### config.mk
export PLATFORM = sky130hd
export DESIGN_NAME = uart_rx
export DESIGN_NICKNAME = d
export VERILOG_FILES = /design/src/rtl/uart_rx.sv
export SDC_FILE = /design/constraint.sdc
export NUM_CORES = 1
export LEC_CHECK = 0
export ABC_AREA = 0
export BUFFER_PORTS_ARGS = -buffer_cell sky130_fd_sc_hd__buf_2
export CAP_MARGIN = 20
export CORE_MARGIN = 2
export CORE_UTILIZATION = 55
export DETAILED_ROUTE_END_ITERATION = 10
export GPL_ROUTABILITY_DRIVEN = 0
export HOLD_SLACK_MARGIN = 0.05
export PLACE_DENSITY = 0.74
export SYNTH_ARGS = -nofsm -noshare
export SYNTH_HDL_FRONTEND = slang
export SYNTH_SLANG_ARGS = --single-unit
### constraint.sdc
create_clock -name clk -period 2.75 [get_ports clk]
set_input_delay 0.1375 -clock clk [delete_from_list [all_inputs] [get_ports clk]]
set_output_delay 0.1375 -clock clk [all_outputs]
set_load 0.03 [all_outputs]
### src/rtl/uart_rx.sv
// Purpose : 8N1 UART receiver; 2-flop RX synchronizer, mid-bit sampling, sticky byte-valid flag.
// Latency : rdy rises about 9.5*BAUD_DIV+3 clk after the RX falling edge of the start bit.
// Backpres: none on the line; an unacknowledged byte is overwritten by the next frame (rdy stays 1).
// Optional: define UART_RX_FRAMING_ERR_EN to add the framing_err output (stop bit sampled low).
module uart_rx #(
    parameter int BAUD_DIV = 2604
) (
    input  logic       clk,
    input  logic       rst_n,
    input  logic       RX,
    input  logic       clr_rdy,
    output logic [7:0] rx_data,
    output logic       rdy
`ifdef UART_RX_FRAMING_ERR_EN
    ,
    output logic       framing_err
`endif
);

    localparam int CNT_W = $clog2(BAUD_DIV + 1);
    localparam logic [CNT_W-1:0] CNT_HALF = CNT_W'(BAUD_DIV / 2);
    localparam logic [CNT_W-1:0] CNT_FULL = CNT_W'(BAUD_DIV);
    localparam logic [CNT_W-1:0] CNT_LAST = CNT_W'(1);
    localparam logic [CNT_W-1:0] CNT_ZERO = '0;
    localparam logic [3:0]       STOP_IDX = 4'd8;

    // The half-bit load must leave at least one count before the sample point.
    generate
        if (BAUD_DIV < 4) begin : g_bad_div
            $error("uart_rx: BAUD_DIV must be >= 4");
        end
    endgenerate

    typedef enum logic [1:0] {
        IDLE  = 2'd0,
        START = 2'd1,
        RECV  = 2'd2
    } state_t;

    // Synchronizer; only rx_ff2 is used by the receive logic.
    logic rx_ff1;
    logic rx_ff2;

    state_t           state;
    state_t           state_nxt;
    logic [CNT_W-1:0] baud_cnt;
    logic [CNT_W-1:0] baud_cnt_nxt;
    logic [3:0]       bit_cnt;
    logic [3:0]       bit_cnt_nxt;
    logic [8:0]       shifter;
    logic [8:0]       shifter_nxt;
    logic [7:0]       rx_data_nxt;
    logic             rdy_nxt;

    // Sample point is the last count of each period, so every bit lasts exactly BAUD_DIV clocks
    // after the reload and the sample drifts by nothing over the frame.
    logic baud_tick;
    // Frame completes this cycle (stop bit sampled).
    logic frame_done;
    // Receiver leaves IDLE on a falling line; a pending byte flag is dropped here.
    logic start_det;

    // After nine right shifts the oldest bit falls off the LSB; it is never needed.
    logic unused_shift_lsb;
    assign unused_shift_lsb = shifter[0];

    assign baud_tick = (baud_cnt == CNT_LAST);

    // Bring the asynchronous line into the clk domain; reset to the idle (high) level.
    always_ff @(posedge clk or negedge rst_n) begin
        if (!rst_n) begin
            rx_ff1 <= 1'b1;
            rx_ff2 <= 1'b1;
        end else begin
            rx_ff1 <= RX;
            rx_ff2 <= rx_ff1;
        end
    end

    // Receive FSM: next state, bit timing and shift register updates.
    always_comb begin
        state_nxt    = state;
        baud_cnt_nxt = baud_cnt;
        bit_cnt_nxt  = bit_cnt;
        shifter_nxt  = shifter;
        rx_data_nxt  = rx_data;
        frame_done   = 1'b0;
        start_det    = 1'b0;

        case (state)
            IDLE: begin
                if (!rx_ff2) begin
                    state_nxt    = START;
                    baud_cnt_nxt = CNT_HALF;
                    bit_cnt_nxt  = 4'd0;
                    start_det    = 1'b1;
                end
            end

            START: begin
                if (baud_tick) begin
                    if (rx_ff2) begin
                        // Line went back high before mid start bit: treat as a glitch.
                        state_nxt    = IDLE;
                        baud_cnt_nxt = CNT_ZERO;
                    end else begin
                        state_nxt    = RECV;
                        baud_cnt_nxt = CNT_FULL;
                    end
                end else begin
                    baud_cnt_nxt = baud_cnt - CNT_LAST;
                end
            end

            RECV: begin
                if (baud_tick) begin
                    shifter_nxt  = {rx_ff2, shifter[8:1]};
                    bit_cnt_nxt  = bit_cnt + 4'd1;
                    baud_cnt_nxt = CNT_FULL;
                    if (bit_cnt == STOP_IDX) begin
                        // Ninth sample is the stop bit; the eight data bits sit just below it.
                        rx_data_nxt  = shifter[8:1];
                        frame_done   = 1'b1;
                        state_nxt    = IDLE;
                        baud_cnt_nxt = CNT_ZERO;
                    end
                end else begin
                    baud_cnt_nxt = baud_cnt - CNT_LAST;
                end
            end

            default: begin
                state_nxt    = IDLE;
                baud_cnt_nxt = CNT_ZERO;
                bit_cnt_nxt  = 4'd0;
            end
        endcase
    end

    // Byte-valid flag: completion wins over a same-cycle ack; a new start bit also clears it.
    always_comb begin
        rdy_nxt = rdy;
        if (frame_done) begin
            rdy_nxt = 1'b1;
        end else if (clr_rdy || start_det) begin
            rdy_nxt = 1'b0;
        end
    end

    // FSM state, bit timing and shift register.
    always_ff @(posedge clk or negedge rst_n) begin
        if (!rst_n) begin
            state    <= IDLE;
            baud_cnt <= CNT_ZERO;
            bit_cnt  <= 4'd0;
            shifter  <= 9'h1FF;
        end else begin
            state    <= state_nxt;
            baud_cnt <= baud_cnt_nxt;
            bit_cnt  <= bit_cnt_nxt;
            shifter  <= shifter_nxt;
        end
    end

    // Output byte and its valid flag; rx_data only changes when a frame completes.
    always_ff @(posedge clk or negedge rst_n) begin
        if (!rst_n) begin
            rx_data <= 8'h00;
            rdy     <= 1'b0;
        end else begin
            rx_data <= rx_data_nxt;
            rdy     <= rdy_nxt;
        end
    end

`ifdef UART_RX_FRAMING_ERR_EN
    logic framing_err_nxt;

    // Stop-bit status follows each completed frame and is acked together with rdy.
    always_comb begin
        framing_err_nxt = framing_err;
        if (frame_done) begin
            framing_err_nxt = ~rx_ff2;
        end else if (clr_rdy) begin
            framing_err_nxt = 1'b0;
        end
    end

    // Framing error register.
    always_ff @(posedge clk or negedge rst_n) begin
        if (!rst_n) begin
            framing_err <= 1'b0;
        end else begin
            framing_err <= framing_err_nxt;
        end
    end
`endif

endmodule
Word-level counts from Yosys, hierarchy flattened --
Index checks and enable logic that the tools add are counted. Widths: inputs -> output; s select.
Storage, ports and cells: bits in registers 38, input port bits 4, output and inout bits 9, logic and storage cells 48
Cells by class: add/sub/neg operators 2, equality and inequality tests 8, multiplexer cells 22, bitwise operators 1, reductions and logical operators 7
Operator list (number):
- $mux 12 | 5
- $pmux 12 s3 | 1
- $eq 12x1->1 const B | 1
- $pmux 4 s3 | 1
- $sub 12x1->12 const B | 1
- $mux 2 | 5
- $mux 4 | 2
- $ne 2x2->1 const B | 4
- $mux 1 | 7
- $pmux 2 s3 | 1
- $reduce_and 3->1 | 2
- $add 4x1->4 const B | 1
- $eq 4x4->1 const B | 1
- $reduce_and 4->1 | 1
- $eq 2x1->1 const B | 1
- $eq 2x2->1 const B | 1
- $logic_not 2->1 | 1
- $reduce_and 2->1 | 1
- $reduce_bool 2->1 | 1
- $logic_or 1x1->1 | 1
- $not 1->1 | 1

Depth between registers and ports, before layout --
Gate-level depths: netlist of the first run.
word-level depth 5, depth in mapped cells 8

Least setup slack after synthesis of the first run --
Ideal clock, no wire load.
path kind flip-flop to flip-flop, start point register baud_cnt[3], end point register rx_data[0], library setup time 0.125 ns, arrival 1.874 ns, slack 0.751 ns, stages on the path, launching flop included 6, buffers on the path 0, clock period less this slack 1.999 ns, cell sequence dfrtp_1 or3_4 nor2_4 nand4_4 nor3_4 mux2_2
Between the ends: longest elaborated chain between the ends 2
RTL lines:
- from (decl) | RTL line 46 | logic [CNT_W-1:0] baud_cnt;
- from (signal assigned) | RTL line 159 | baud_cnt <= baud_cnt_nxt;
- $eq 12x1->1 | RTL line 67 | assign baud_tick = (baud_cnt == CNT_LAST);
- $reduce_and 3->1 (no line)
- to (signal assigned) | RTL line 171 | rx_data <= rx_data_nxt;
- to (decl) | RTL line 12 | output logic [7:0] rx_data,
No other way between the ends. A chain may end at the register's enable or synchronous reset.

Worst setup path in the final report of the first run --
start point register baud_cnt[3], end point register rx_data[2]
The elaborated chain is that of the path after synthesis.

==> flow_summary.yaml, run 1 <==
setup_path:
  critPathRequiredTime_ns: 2.97
  arrival_ns: 2.42
  criticalPathCategory: "flip-flop to flip-flop"
  worst_setup_path_start_kind: "flip-flop"
  critPathCaptureType: "flip-flop"
  crit_fanout: 9
placement:
  hpwl_um: 2360
  placedCellCount: 214
  port_buffers: 12
floorplanning:
  coreArea_um2: 3100
  core.rowCount: 20
  ios: 13
  die_area_um2: 3780
  initial_core_util: 0.586
  die_h_um: 61.5
  die-width_um: 61.5
drt:
  wire_per_inst_um: 14.6
  num_vias: 1252
  drc: 0
  ant_nets: 0
  drtIter0Drc: 63
  dr.pass1.iters: 4
  finalWirelength_um: 3270
  viasPerCell: 5.59
synth:
  synth_area_um2: 1820
  ys_async_sr_fraction: 1.00
  synth-edff-count: 0
  synth_warnings: 0
  synth.distinct_cells: 41
  seq_area_frac_synth: 0.516
  synthFlopType: "dfrtp_1"
  postSynthAreaPerCell_um2: 11.2
  synth_fp_nets: 170
  synth.area.top_cells: "dfrtp_1 37%, dfstp_2 14%, mux2_2 9.9%"
  ys_ff_latch: 37
  synth_top_area_frac: 0.372
  synth_largest_area_cell: "dfrtp_1"
  synthCells: 162
layout:
  mostFrequentLayoutCells: "27 x dfrtp_1, 16 x mux2_2, 12 x buf_2"
  area_growth_syn_to_layout_pct: 11.0
  drive_gt1_frac: 0.300
  finish.utilization: 0.650
  layout.cells.most_common: "dfrtp_1"
  final_cells: 224
  n_antenna_cell: 0
  final_nets: 187
  fillers: 250
  seq_area_um2: 938
  multiInputGateArea_um2: 846
clock_tree:
  cts_resized: 0
  clock_sinks: 37
  ctsHoldBuffers: 2
  clock_path_buffers: 2
  post_cts_buffers: 0
  numCtsBuffers: 5
  clk-insertion-delay-late_ns: 0.33
  ctsHtreeMaxLevel: 2
  cts_tree: "done"
  clkTransAtPathRegs_ns: 0.11
  ctsRootBufferMaster: "clkbuf_4"
sta:
  fin_crit_sh: 0.801
  fin_hold_ws_ns: 0.229
  fin_crit_ns: 2.20
  final-setup-viol-count: 0
  report.final.slew_viol_count: 0
  finalHoldViolCount: 0
  timing.fmax_mhz: 454
  tightestPinTransition_ns: 0.791
  tns_ns: 0
  relSlewSlack: 0.472
  rsz0062_at_grt: "no"
  finalClockSkew_ns: 0.00942
power:
  swShare: 0.203
  p_switching_mw: 0.189
  p_int_mw: 0.744
  p_per_area_nw_per_um2: 463
  clockPowerShare: 0.397
  total_power_mw: 0.934
  peakVddDrop_mv: 0.300
  power_leakage_nw: 0.936
  combinationalPowerShare: 0.015
  seqPwrFrac: 0.588
grt:
  grt_pass1_vias: 1272
  grt_max_degree: 38
  antenna_found_initial: 0
  overflow: 0
  grt_use_total: 0.208
  grt_first_pass_wirelength_um: 5750
job:
  drv_cap: 0
status:
  outcome: "completed"
worst_hold_path:
  hp-class: "primary input to flip-flop"
## area by class of cell
cell class | instances | share of cell area
timing repair buffer | 14 | 0.0397
clock inverter | 2 | 0.0192
sequential | 37 | 0.465
clock buffer | 6 | 0.0205
tap | 44 | 0.0273
inverter | 5 | 0.00930
multi-input combinational | 116 | 0.419
## critical path, stage by stage (launching register included)
cell     delay, ns
dfrtp_1       0.45
or3_4         0.45
nor2_4        0.16
nand4_4       0.19
nor3_4        0.46
mux2_2        0.39
## sequential cells by signal, indices dropped and copies added (netlist names)
| register | count |
|---|---|
| rx_ff2 | 1 |
| rdy | 1 |
| shifter | 8 |
| bit_cnt | 4 |
| rx_data | 8 |
| baud_cnt | 12 |
| state | 2 |
| rx_ff1 | 1 |
## routing by layer
layer	share of wire	global-route usage	vias to the layer above	routed length [um]
li1	-	-	618	-
met1	0.48	0.276	613	1580
met5	0	0	-	0
met2	0.49	0.340	19	1600
met3	0.024	0.0546	2	80
met4	0.0037	0.0547	0	12
## power by group through the flow
stage / registers [mW] / logic, mW / clock network [mW]
final: 0.549 / 0.0138 / 0.371
after global routing: 0.550 / 0.0167 / 0.410
after CTS: 0.549 / 0.0147 / 0.382
after detailed placement: 0.559 / 0.0125 / 0
after global placement: 0.559 / 0.0125 / 0
after floorplan: 0.559 / 0.0000901 / 0
## per-stage QoR
stage	worst slack, ns	instance area (um^2)
5_1_grt	0.430	2020
6_report	0.547	2020
4_1_cts	0.541	2020
3_3_place_gp	0.619	1920
2_1_floorplan	0.751	1820
3_5_place_dp	0.544	1920
## logic make-up (layout without fill, tap and decap cells)
logic type,count (synthesis),count (layout),synth area share
AO/OA/AOI/OAI,33,33,0.115
flip-flops,37,37,0.516
adder cells (fa/ha/maj),4,4,0.0275
buffers and inverters,9,27,0.0186
XOR/XNOR,5,5,0.0241
AND/OR/NAND/NOR,57,57,0.194
multiplexers,17,17,0.105
## path summary, 6_finish.rpt
kind | startpoint | end | slack [ns] | cells after the start
min in group asynchronous | rst_n | bit_cnt[0]$_DFFE_PN0P_ | 0.43 | 2
max reg2reg | baud_cnt[3]$_DFFE_PN0N_ | rx_data[2]$_DFFE_PN0P_ | 0.55 | 5
max in group asynchronous | rst_n | baud_cnt[9]$_DFFE_PN0N_ | 1.82 | 2
min | clr_rdy | rdy$_DFFE_PN0P_ | 0.23 | 3
max | baud_cnt[3]$_DFFE_PN0N_ | rx_data[2]$_DFFE_PN0P_ | 0.55 | 5
min reg2reg | rx_ff1$_DFF_PN1_ | rx_ff2$_DFF_PN1_ | 0.37 | 0
## cell usage after synthesis (2+ instances only)
cell type / count
a21o_1: 3
a21oi_1: 8
a22o_1: 3
and2_1: 2
clkbuf_1: 4
dfrtp_1: 27
dfstp_2: 10
ha_1: 4
inv_1: 5
mux2_2: 16
nand2_1: 11
nand2b_1: 6
nand3_1: 2
nand4_1: 3
nor2_1: 8
nor3_1: 7
nor3_4: 2
o21ai_0: 10
or2_2: 3
or3_1: 4
xnor2_1: 3
xor2_1: 2
(Power assumes the default switching activity.)
==> run 2, diff against run 1 <==
ABC_AREA = 1   (was 0)
clock period = 2.2 ns   (was 2.75 ns; I/O delays follow)
==> run 2 against run 1 <==
Compared with the run above:
- highest routed layer unchanged
- core utilization shrank 1.2 points
- non-clock buffer count grew 1
- largest power group unchanged
- count of clock-buffer cells in the layout is the same
- synthesized area grew 3.9%
- via count grew 19%
- largest cell class unchanged
- sequential share of layout area shrank 2.1 points
- hold slack gained 0.14 ns
- sequential power grew 25%
- routed wire length grew 10%
- cell area grew 4.7%
- register-to-register slack lost 0.07 ns
==> flow_summary.yaml, run 2 <==
status:
  outcome: "completed"
layout:
  area_growth_syn_to_layout_pct: 11.9
  reg_top3: "baud_cnt x12, rx_data x8, shifter x8"
  max_flop_register: "baud_cnt"
  layout.cells.most_common: "nand2_1"
  n_antenna_cell: 0
  drive_gt1_frac: 0.173
  finish.utilization: 0.638
  largest_reg_flops: 12
  final_nets: 267
  mostFrequentLayoutCells: "85 x nand2_1, 27 x dfrtp_1, 25 x inv_1, 25 x nor2_1, 19 x nand3_1"
sta:
  rsz0062_at_grt: "no"
  final-setup-viol-count: 0
  timing.fmax_mhz: 582
  tightestPinTransition_ns: 0.803
  fin_crit_sh: 0.781
  finalClockSkew_ns: 0.0104
  fin_crit_ns: 1.72
  report.final.slew_viol_count: 0
  relSlewSlack: 0.465
  finalHoldViolCount: 0
  tns_ns: 0
floorplanning:
  die_area_um2: 3920
  die_h_um: 62.6
  initial_core_util: 0.570
  die-width_um: 62.6
  coreArea_um2: 3310
  core.rowCount: 21
  ios: 13
drt:
  wire_per_inst_um: 11.8
  dr.pass1.iters: 4
  drtIter0Drc: 84
  viasPerCell: 4.88
  drc: 0
  met1Wirelength_um: 1740
  num_vias: 1493
  met3_length_um: 190
  finalWirelength_um: 3610
  ant_nets: 0
  top_layer: "met4"
  route.met2.wl_um: 1630
setup_path:
  reg2reg_slack_ns: 0.48
  path_cells: "inv_1 -> ha_1 -> nand3_1 -> nor2_4 -> nand2_4 -> nor2_8 -> nand2_2 -> nand2_1 -> nand2_1"
  critPathCaptureType: "flip-flop"
  slowest_stage: "dfrtp_1"
  critPathTopFamily: "simple AND/OR/NAND/NOR gates"
  cp_slowest_stage_delay_ns: 0.40
  worst_setup_path_start_kind: "flip-flop"
  crit_fanout: 18
  cp_common_cell: "nand2_1"
  path_buf_inv: 1
  criticalPathCategory: "flip-flop to flip-flop"
  critPathRequiredTime_ns: 2.46
  arrival_ns: 1.97
synth:
  synth.distinct_cells: 24
  ys_top_cells_by_count: "85 x nand2_1, 27 x dfrtp_1, 25 x inv_1, 25 x nor2_1, 19 x nand3_1"
  ys_async_sr_fraction: 1.00
  synth_fp_nets: 246
  synth_top_area_frac: 0.358
  seq_area_frac_synth: 0.497
  synthFlopType: "dfrtp_1"
  postSynthAreaPerCell_um2: 7.93
  synth_warnings: 0
  ys_ff_latch: 37
  synthCells: 238
  synth-edff-count: 0
  synth_largest_area_cell: "dfrtp_1"
  synth.area.top_cells: "dfrtp_1 36%, nand2_1 17%, dfstp_2 14%"
  synth_area_um2: 1890
  yosysMostFrequentCell: "nand2_1"
clock_tree:
  ctsHtreeMaxLevel: 2
  clock_sinks: 37
  cts_tree: "done"
  clock_path_buffers: 2
  clkTransAtPathRegs_ns: 0.12
  numCtsBuffers: 5
  ctsRootBufferMaster: "clkbuf_4"
  clk-insertion-delay-late_ns: 0.36
  cts_resized: 0
power:
  p_per_area_nw_per_um2: 575
  power_leakage_nw: 1.07
  peakVddDrop_mv: 0.568
  total_power_mw: 1.21
grt:
  grt_first_pass_wirelength_um: 6510
  overflow: 0
  grt_max_degree: 38
  antenna_found_initial: 0
  grt_use_total: 0.216
  grt_pass1_vias: 1407
job:
  drv_cap: 0
worst_hold_path:
  hp-class: "flip-flop to flip-flop"
placement:
  port_buffers: 12
  hpwl_um: 2640
-- run 2: stage by stage --
step / instances / instance area (um^2) / hold WS (ns) / setup WS [ns]
2_1_floorplan: 238 / 1890 / -0.186 / 0.784
3_3_place_gp: 295 / 1990 / 0.216 / 0.556
3_5_place_dp: 295 / 1990 / 0.217 / 0.481
4_1_cts: 306 / 2110 / 0.366 / 0.485
5_1_grt: 306 / 2110 / 0.372 / 0.305
6_report: 306 / 2110 / 0.364 / 0.482
-- run 2: worst paths after layout --
check                                        startpoint                     end  cells after the start
worst max-delay path            baud_cnt[1]$_DFFE_PN0N_  rx_data[5]$_DFFE_PN0P_                      9
worst min-delay path                   rx_ff1$_DFF_PN1_        rx_ff2$_DFF_PN1_                      0
worst max register to register  baud_cnt[1]$_DFFE_PN0N_  rx_data[5]$_DFFE_PN0P_                      9
worst min register to register         rx_ff1$_DFF_PN1_        rx_ff2$_DFF_PN1_                      0
max in group asynchronous                         rst_n  rx_data[0]$_DFFE_PN0P_                      2
min in group asynchronous                         rst_n  bit_cnt[2]$_DFFE_PN0P_                      2
-- run 2: cell families after synthesis --
group / share of synthesized area
xor gates and xnor gates: 0.0278
DFF: 0.497
adders and majority gates: 0.0265
and+or+nand+nor: 0.331
buffers and inverters: 0.0636
AOI/OAI and AO/OA: 0.0537
-- run 2: layout make-up --
type                            instances  area, um^2
Fill cell                             300        1200
Inverter                               29         109
Sequential cell                        37         938
Clock inverter                          2        37.5
Multi-Input combinational cell        171         830
Timing Repair Buffer                   15        90.1
Tap cell                               46        57.6
Clock buffer                            6        51.3
-- run 2: power breakdown --
part	leakage [nW]	internal [mW]	total [mW]	switching [mW]
Sequential	0.445	0.684	0.685	0.000691
Combinational	0.580	0.00601	0.0229	0.0169
Clock	0.0445	0.270	0.507	0.237
Total	1.07	0.960	1.21	0.255
-- run 2: metal layers --
layer / vias to the layer above / GRT usage
li1: 783 / -
met1: 677 / 0.287
met2: 28 / 0.344
met3: 5 / 0.0595
met4: 0 / 0.0667
met5: - / 0
-- run 2: what timing repair did --
item                      in CTS  in global routing
hold endpoints to repair      29                  0
buffers inserted               0                  0
hold buffers                   3                  0
-- run 2: worst reg2reg max path, cell delays in order (launching register included) --
cell and delay (ns):
dfrtp_1 0.40, inv_1 0.10, ha_1 0.20, nand3_1 0.13, nor2_4 0.14, nand2_4 0.09, nor2_8 0.23, nand2_2 0.19
nand2_1 0.10, nand2_1 0.06
